===== config.mk =====
export PLATFORM = sky130hd
export DESIGN_NAME = fifo_push_arbiter
export DESIGN_NICKNAME = d
export VERILOG_FILES = /design/src/rtl/fifo_push_arbiter.sv
export SDC_FILE = /design/constraint.sdc
export NUM_CORES = 1
export LEC_CHECK = 0
export ABC_AREA = 0
export CORE_AREA = 2 2 131 133
export CTS_CLUSTER_DIAMETER = 80
export DETAILED_ROUTE_END_ITERATION = 12
export DIE_AREA = 0 0 133 135
export PLACE_DENSITY = 0.66
export SYNTH_ARGS = -nofsm -noshare
export SYNTH_HDL_FRONTEND = slang
export SYNTH_SLANG_ARGS = --single-unit

===== constraint.sdc =====
create_clock -name CLK -period 3 [get_ports CLK]
set_clock_uncertainty 0.2 [all_clocks]
set_input_delay 0.6 -clock CLK [delete_from_list [all_inputs] [get_ports CLK]]
set_output_delay 0.6 -clock CLK [all_outputs]
set_load 0.1 [all_outputs]

===== src/rtl/fifo_push_arbiter.sv =====
// fifo_push_arbiter: arbitrates NR push requesters into one registered output slot
// that feeds a shared queue. Default arbitration is round-robin; defining
// FIFO_ARB_FIXED_PRIO_EN selects fixed lowest-index-first priority and removes
// the round-robin pointer.
module fifo_push_arbiter #(
  parameter int unsigned NR = 4,
  parameter int unsigned DW = 64
) (
  input  logic             CLK,
  input  logic             RSTn,
  input  logic [NR-1:0]    req_valid,
  input  logic [NR*DW-1:0] req_data,
  output logic [NR-1:0]    req_ready,
  output logic             fifo_push,
  output logic [DW-1:0]    data_push,
  input  logic             fifo_full,
  input  logic             flush
);

  localparam int unsigned PW = (NR > 1) ? $clog2(NR) : 1;

  logic          out_valid_q, out_valid_d;
  logic [DW-1:0] out_data_q, out_data_d;

  logic          slot_free;
  logic          grant;
  logic          win_found;
  logic [PW-1:0] win_idx;
  logic [DW-1:0] win_data;

`ifndef FIFO_ARB_FIXED_PRIO_EN
  logic [PW-1:0] rr_ptr_q, rr_ptr_d;
`endif

  // The slot can accept a new entry if empty or if it drains this very cycle.
  assign slot_free = ~out_valid_q | ~fifo_full;
  assign grant     = slot_free & ~flush & win_found;
  assign win_data  = req_data[DW*win_idx +: DW];

  assign fifo_push = out_valid_q & ~flush;
  assign data_push = out_data_q;

`ifdef FIFO_ARB_FIXED_PRIO_EN
  // Winner search: lowest-index valid requester.
  always_comb begin
    win_found = 1'b0;
    win_idx   = '0;
    for (int i = 0; i < int'(NR); i++) begin
      if (!win_found && req_valid[i]) begin
        win_found = 1'b1;
        win_idx   = PW'(i);
      end
    end
  end
`else
  // Winner search: first valid requester starting at rr_ptr, wrapping NR-1 -> 0.
  always_comb begin
    int cand;
    cand      = 0;
    win_found = 1'b0;
    win_idx   = '0;
    for (int i = 0; i < int'(NR); i++) begin
      cand = int'(rr_ptr_q) + i;
      if (cand >= int'(NR)) begin
        cand = cand - int'(NR);
      end
      if (!win_found && req_valid[cand]) begin
        win_found = 1'b1;
        win_idx   = PW'(cand);
      end
    end
  end

  // Pointer moves past the winner on a grant and returns to 0 on flush.
  always_comb begin
    rr_ptr_d = rr_ptr_q;
    if (flush) begin
      rr_ptr_d = '0;
    end else if (grant) begin
      rr_ptr_d = (win_idx == PW'(NR - 1)) ? '0 : win_idx + PW'(1);
    end
  end
`endif

  // One-hot grant to the winner, gated by slot availability and flush.
  always_comb begin
    req_ready = '0;
    if (grant) begin
      req_ready[win_idx] = 1'b1;
    end
  end

  // Slot next state: flush clears, a grant refills, otherwise drain when the queue accepts.
  always_comb begin
    out_valid_d = out_valid_q;
    out_data_d  = out_data_q;
    if (flush) begin
      out_valid_d = 1'b0;
    end else if (grant) begin
      out_valid_d = 1'b1;
      out_data_d  = win_data;
    end else if (out_valid_q && !fifo_full) begin
      out_valid_d = 1'b0;
    end
  end

  // Slot and pointer state, cleared asynchronously so a pending entry is discarded.
  always_ff @(posedge CLK or negedge RSTn) begin
    if (!RSTn) begin
      out_valid_q <= 1'b0;
      out_data_q  <= '0;
`ifndef FIFO_ARB_FIXED_PRIO_EN
      rr_ptr_q    <= '0;
`endif
    end else begin
      out_valid_q <= out_valid_d;
      out_data_q  <= out_data_d;
`ifndef FIFO_ARB_FIXED_PRIO_EN
      rr_ptr_q    <= rr_ptr_d;
`endif
    end
  end

endmodule


# After elaboration in Yosys (flattened, before gate mapping)
# Cells that the tools add are included.
# classes
n_reduce_logical	12
bitwise	7
n_mux	33
add_sub_neg	8
order_cmp	10
eq_ne	1
n_shift	1
# ops
op	n
256-bit by 9-bit variable part select with 64-bit output	1
32-bit by 4-bit less-than comparator with 1-bit output, second input constant	4
32-bit two-way mux	4
1-bit two-way mux	16
2-bit two-way mux	7
3-bit by 3-bit subtractor with 4-bit output, second input constant	3
3-bit >= comparator, second input constant	3
1-bit binary-select mux with 2-bit select	4
2-bit by 2-bit adder with 3-bit output, second input constant	2
1-bit logical AND	5
1-bit logical NOT	4
4-bit two-way mux	1
2-bit by 3-bit subtractor with 4-bit output, second input constant	1
2-bit by 1-bit adder with 3-bit output, second input constant	1
1-bit AND	3
2-bit by 3-bit >= comparator with 1-bit output, second input constant	1
2-bit by 3-bit less-than comparator with 1-bit output, second input constant	1
1-bit inverter	3
3-bit nonzero test	1
2-bit by 1-bit adder with 2-bit output, second input constant	1
1-bit demux with 2-bit select	1
2-bit equality test, second input constant	1
2-bit by 1-bit >= comparator with 1-bit output, second input constant	1
2-bit AND reduction	1
other kinds (2)	2
# word_totals
regBits	67
output_inout_bits	69

# Logic depth before layout (Yosys ltp)
# logic_depth
ltp_word	20
ltp_mapped	9
depth_no_buf	7

# Worst setup path after synthesis
# Ideal clock, no wire load.
# synth_path
path_kind	input to output
start	input port fifo_full
end	output port req_ready[1]
cell_stages	6
arrival_ns	2.893
t_required_ns	2.200
setup_slack_ns	-0.693
n_path_buf	2
cell_sequence	nand2_1 or3b_1 clkbuf_1 or3_1 clkbuf_1 nor2_1
# synth_between
elab_chain_cells	5
# synth_lines
item	line	text
start, declared	16	input logic fifo_full,
1-bit inverter	36	assign slot_free = ~out_valid_q | ~fifo_full;
1-bit bitwise OR	36	
1-bit AND (2 in series)	37	assign grant = slot_free & ~flush & win_found;
4-bit two-way mux	88	if (grant) begin
end, declared	13	output logic [NR-1:0] req_ready,
# Every way passes these cells.

# Worst setup path in the final report
# layout_path
start	input port flush
end	output port req_ready[1]
# layout_between
elab_chain_cells	4
# layout_lines
item	line	text
start, declared	17	input logic flush
1-bit inverter (no line)	-	
1-bit AND (2 in series)	37	
4-bit two-way mux	88	
# Every way passes these cells.

==> run_results.csv <==
group,metric,value,unit
run_status,status,"complete, no violations",
timing,min_period_over_period,98.4,%
finish,n_antenna_cell,0,
timing,rsz0062_at_grt,"false",
timing,final.setup.tns,0,ns
drt,drc,0,
clocking,cts_tree,"yes",
finish,fin_util,51.0,%
yosys,ys_seq_area_share,37.5,%
yosys,synthFlopType,"dfrtp_1",
grt,grt_use_total,19.0,%
placement,dp_slack,-0.123,ns
timing,post-route-worst-setup-slack,0.0484,ns
yosys,async_flop_share,100,%
finish,n_fill_cell,1409,
placement,hpwl,13.8,mm
die,die_y,135,um
finish,drive_gt1_share,24.0,%
clocking,ctsLongestPathBuffers,2,
setup_path,r2r_slack,0.71,ns
drt,drt.antenna.violating_nets,0,
clocking,hold_buffers,0,
clocking,htreeDepth,3,
clocking,cts_root_buf,"clkbuf_16",
timing,hold_viol,0,
yosys,netlist_area,0.00447,mm2
grt,grt_pass1_wl,26.6,mm
drt,drtIter0Drc,196,
clocking,clk_pin_slew,0.06,ns
drt,drt-wirelength-per-cell,18.1,um
setup_path,r2r-end,"data_push[57]$_DFFE_PN0P_",
setup_path,arrival,2.15,ns
yosys,syn_nets,659,
placement,placed_cells,940,
drt,vias,4557,
pwr,powerDensity,866,mW/mm2
grt,grt_max_degree,68,
pwr,ir_worst_vdd,0.429,mV
setup_path,critPathRequiredTime,2.20,ns
die,rows,47,
yosys,ys_seq_elements,67,
yosys,synth_area_leaders,"dfrtp_1, mux2i_1, o221ai_2",
finish,area_delta_synth_final,87.2,%
setup_path,rr_worst_depth,7,
setup_path,rr_startpoint,"rr_ptr_q[0]$_DFFE_PN0P_",
yosys,synth.avg_cell_area,11.3,um2
timing,period_needed,2.95,ns
yosys,netlist_instances,394,
hold_path,hp-class,"in -> async",
die,initial_core_util,27.2,%
pwr,p_leak,3.54,nW
setup_path,critPathKind,"in -> out",
finish,finalNonFillerCells,959,
die,die_area,0.0180,mm2
placement,gp_congestion,0.816,
yosys,synth_top_area_share,37.5,%
grt,grt_pass1_vias,4887,
timing,maxSlewHeadroom,41.1,%
timing,worstMarginPinSlew,0.883,ns
setup_path,endpoint_kind,"output port",
die,pin_count,333,
setup_path,start_kind,"primary input",
finish,nets,999,
grt,grt_remaining_overflow,0,
yosys,synth_top_area_cell,"dfrtp_1",
drt,viasPerCell,4.75,
setup_path,path_max_fanout,2,
clocking,cts_inserted_buffers,9,
flow_run,drv_cap,0,
timing,fmax,339,MHz
yosys,synth-edff-count,0,
yosys,yosysWarnings,0,
placement,portBuffers,332,
grt,antenna_found_initial,0,
die,die_w,133,um
yosys,synth.distinct_cells,24,
drt,wl,17.4,mm
clocking,clk_latency,0.33,ns
die,core_area,0.0164,mm2
timing,setup_violations,0,
timing,maxSlewViolCount,0,
clocking,cts_sinks,67,
drt,dr.pass1.iters,7,
[kinds of logic (layout without fill, tap and decap cells)]
family	Yosys count	in the layout	share of synthesized area, %
AOI/OAI and AO/OA	69	69	20.2
and+or+nand+nor	90	90	8.40
muxes	128	128	28.7
DFF	67	67	37.5
adders and majority gates	1	1	0.280
buffers and inverters	39	384	4.98
[placed cells by master (no fill, tap or decap)]
| master | netlist | layout |
|---|---|---|
| o221ai_2 | 50 | 50 |
| buf_4 | 4 | 96 |
| nand2_1 | 70 | 70 |
| and2_2 | 0 | 1 |
| nor2_1 | 7 | 4 |
| nor3b_1 | 1 | 1 |
| a2bb2oi_4 | 0 | 1 |
| mux2i_1 | 128 | 128 |
| nand3b_1 | 2 | 2 |
| or3_4 | 0 | 1 |
| nor2_2 | 0 | 1 |
| clkinv_2 | 0 | 2 |
| ha_1 | 1 | 1 |
| or3b_4 | 0 | 1 |
| nor2b_1 | 4 | 4 |
| inv_1 | 2 | 2 |
| buf_12 | 0 | 8 |
| dlygate4sd2_1 | 0 | 5 |
| clkdlybuf4s50_1 | 0 | 257 |
| a21oi_2 | 0 | 1 |
| nor4_2 | 0 | 1 |
| clkbuf_16 | 0 | 9 |
| o21ai_4 | 0 | 1 |
| a21oi_1 | 3 | 2 |
| clkbuf_8 | 0 | 2 |
| clkbuf_1 | 8 | 3 |
| o221ai_1 | 14 | 14 |
| nor3_1 | 1 | 1 |
| dfrtp_1 | 67 | 67 |
| nor2_4 | 0 | 2 |
| and2_1 | 2 | 1 |
[cell usage after synthesis, types with 2 or more instances]
library cell / count
o221ai_2: 50
nand2_1: 70
nand3b_1: 2
nor2_1: 7
dfrtp_1: 67
mux2i_1: 128
o221ai_1: 14
and2_1: 2
nor2b_1: 4
buf_2: 19
a21oi_1: 3
buf_4: 4
buf_6: 5
inv_1: 2
clkbuf_1: 8
[through the flow]
step / hold WS, ns / cell area, um2 / power (mW)
final: 0.178 / 8370 / 7.24
after detailed placement: 0.277 / 8060 / 6.30
after floorplan: 0.104 / 4490 / 4.92
after CTS: 0.214 / 8370 / 7.33
after global routing: 0.263 / 8370 / 7.54
after global placement: 0.271 / 8060 / 6.25
[metal layers]
metal | wire length [um] | track usage, % | up-vias
met3 | 1380 | 5.48 | 22
met2 | 9220 | 35.8 | 219
met4 | 374 | 7.05 | 0
li1 | - | - | 2176
met1 | 6390 | 20.2 | 2140
met5 | 0 | 0 | -
[timing repair]
| action | in CTS | in global routing |
|---|---|---|
| pin swaps | 3 | 1 |
| resized for setup | 8 | 0 |
| buffers inserted | 3 | 0 |
| setup endpoints to repair | 4 | 1 |
[where the power goes]
group | internal [mW] | switching, mW | total (mW)
Clock | 0.603 | 0.386 | 0.989
Sequential | 1.22 | 0.199 | 1.42
Combinational | 1.42 | 3.41 | 4.83
Total | 3.25 | 4.00 | 7.24
[flip-flops by register name, indices dropped and copies added (netlist names)]
| register | flops |
|---|---|
| data_push | 64 |
| out_valid_q | 1 |
| rr_ptr_q | 2 |
[critical path, stage by stage]
cell             delay (ns)
clkdlybuf4s50_1        0.42
or3b_4                 0.41
or3_4                  0.41
nor2_4                 0.13
buf_12                 0.18
[worst max path at each step]
stage / endpoint / cells past startpoint / slack (ns) / start
final: req_ready[1] / 5 / 0.05 / flush
after CTS: req_ready[1] / 5 / 0.03 / flush
after global placement: req_ready[1] / 6 / -0.09 / req_valid[2]
after detailed placement: req_ready[1] / 6 / -0.12 / req_valid[0]
after global routing: req_ready[1] / 5 / 0.002 / flush
after floorplan: req_ready[0] / 7 / -0.02 / req_valid[0]
[layout make-up]
type | count | area [um2] | share of cell area (%)
Multi-Input combinational cell | 288 | 2640 | 31.5
Clock buffer | 14 | 264 | 3.16
Clock inverter | 2 | 10.0 | 0.120
Timing Repair Buffer | 366 | 3500 | 41.8
Inverter | 2 | 7.51 | 0.0897
Tap cell | 220 | 275 | 3.29
Sequential cell | 67 | 1680 | 20.0
Note: power is estimated with default switching activity, not from simulation.
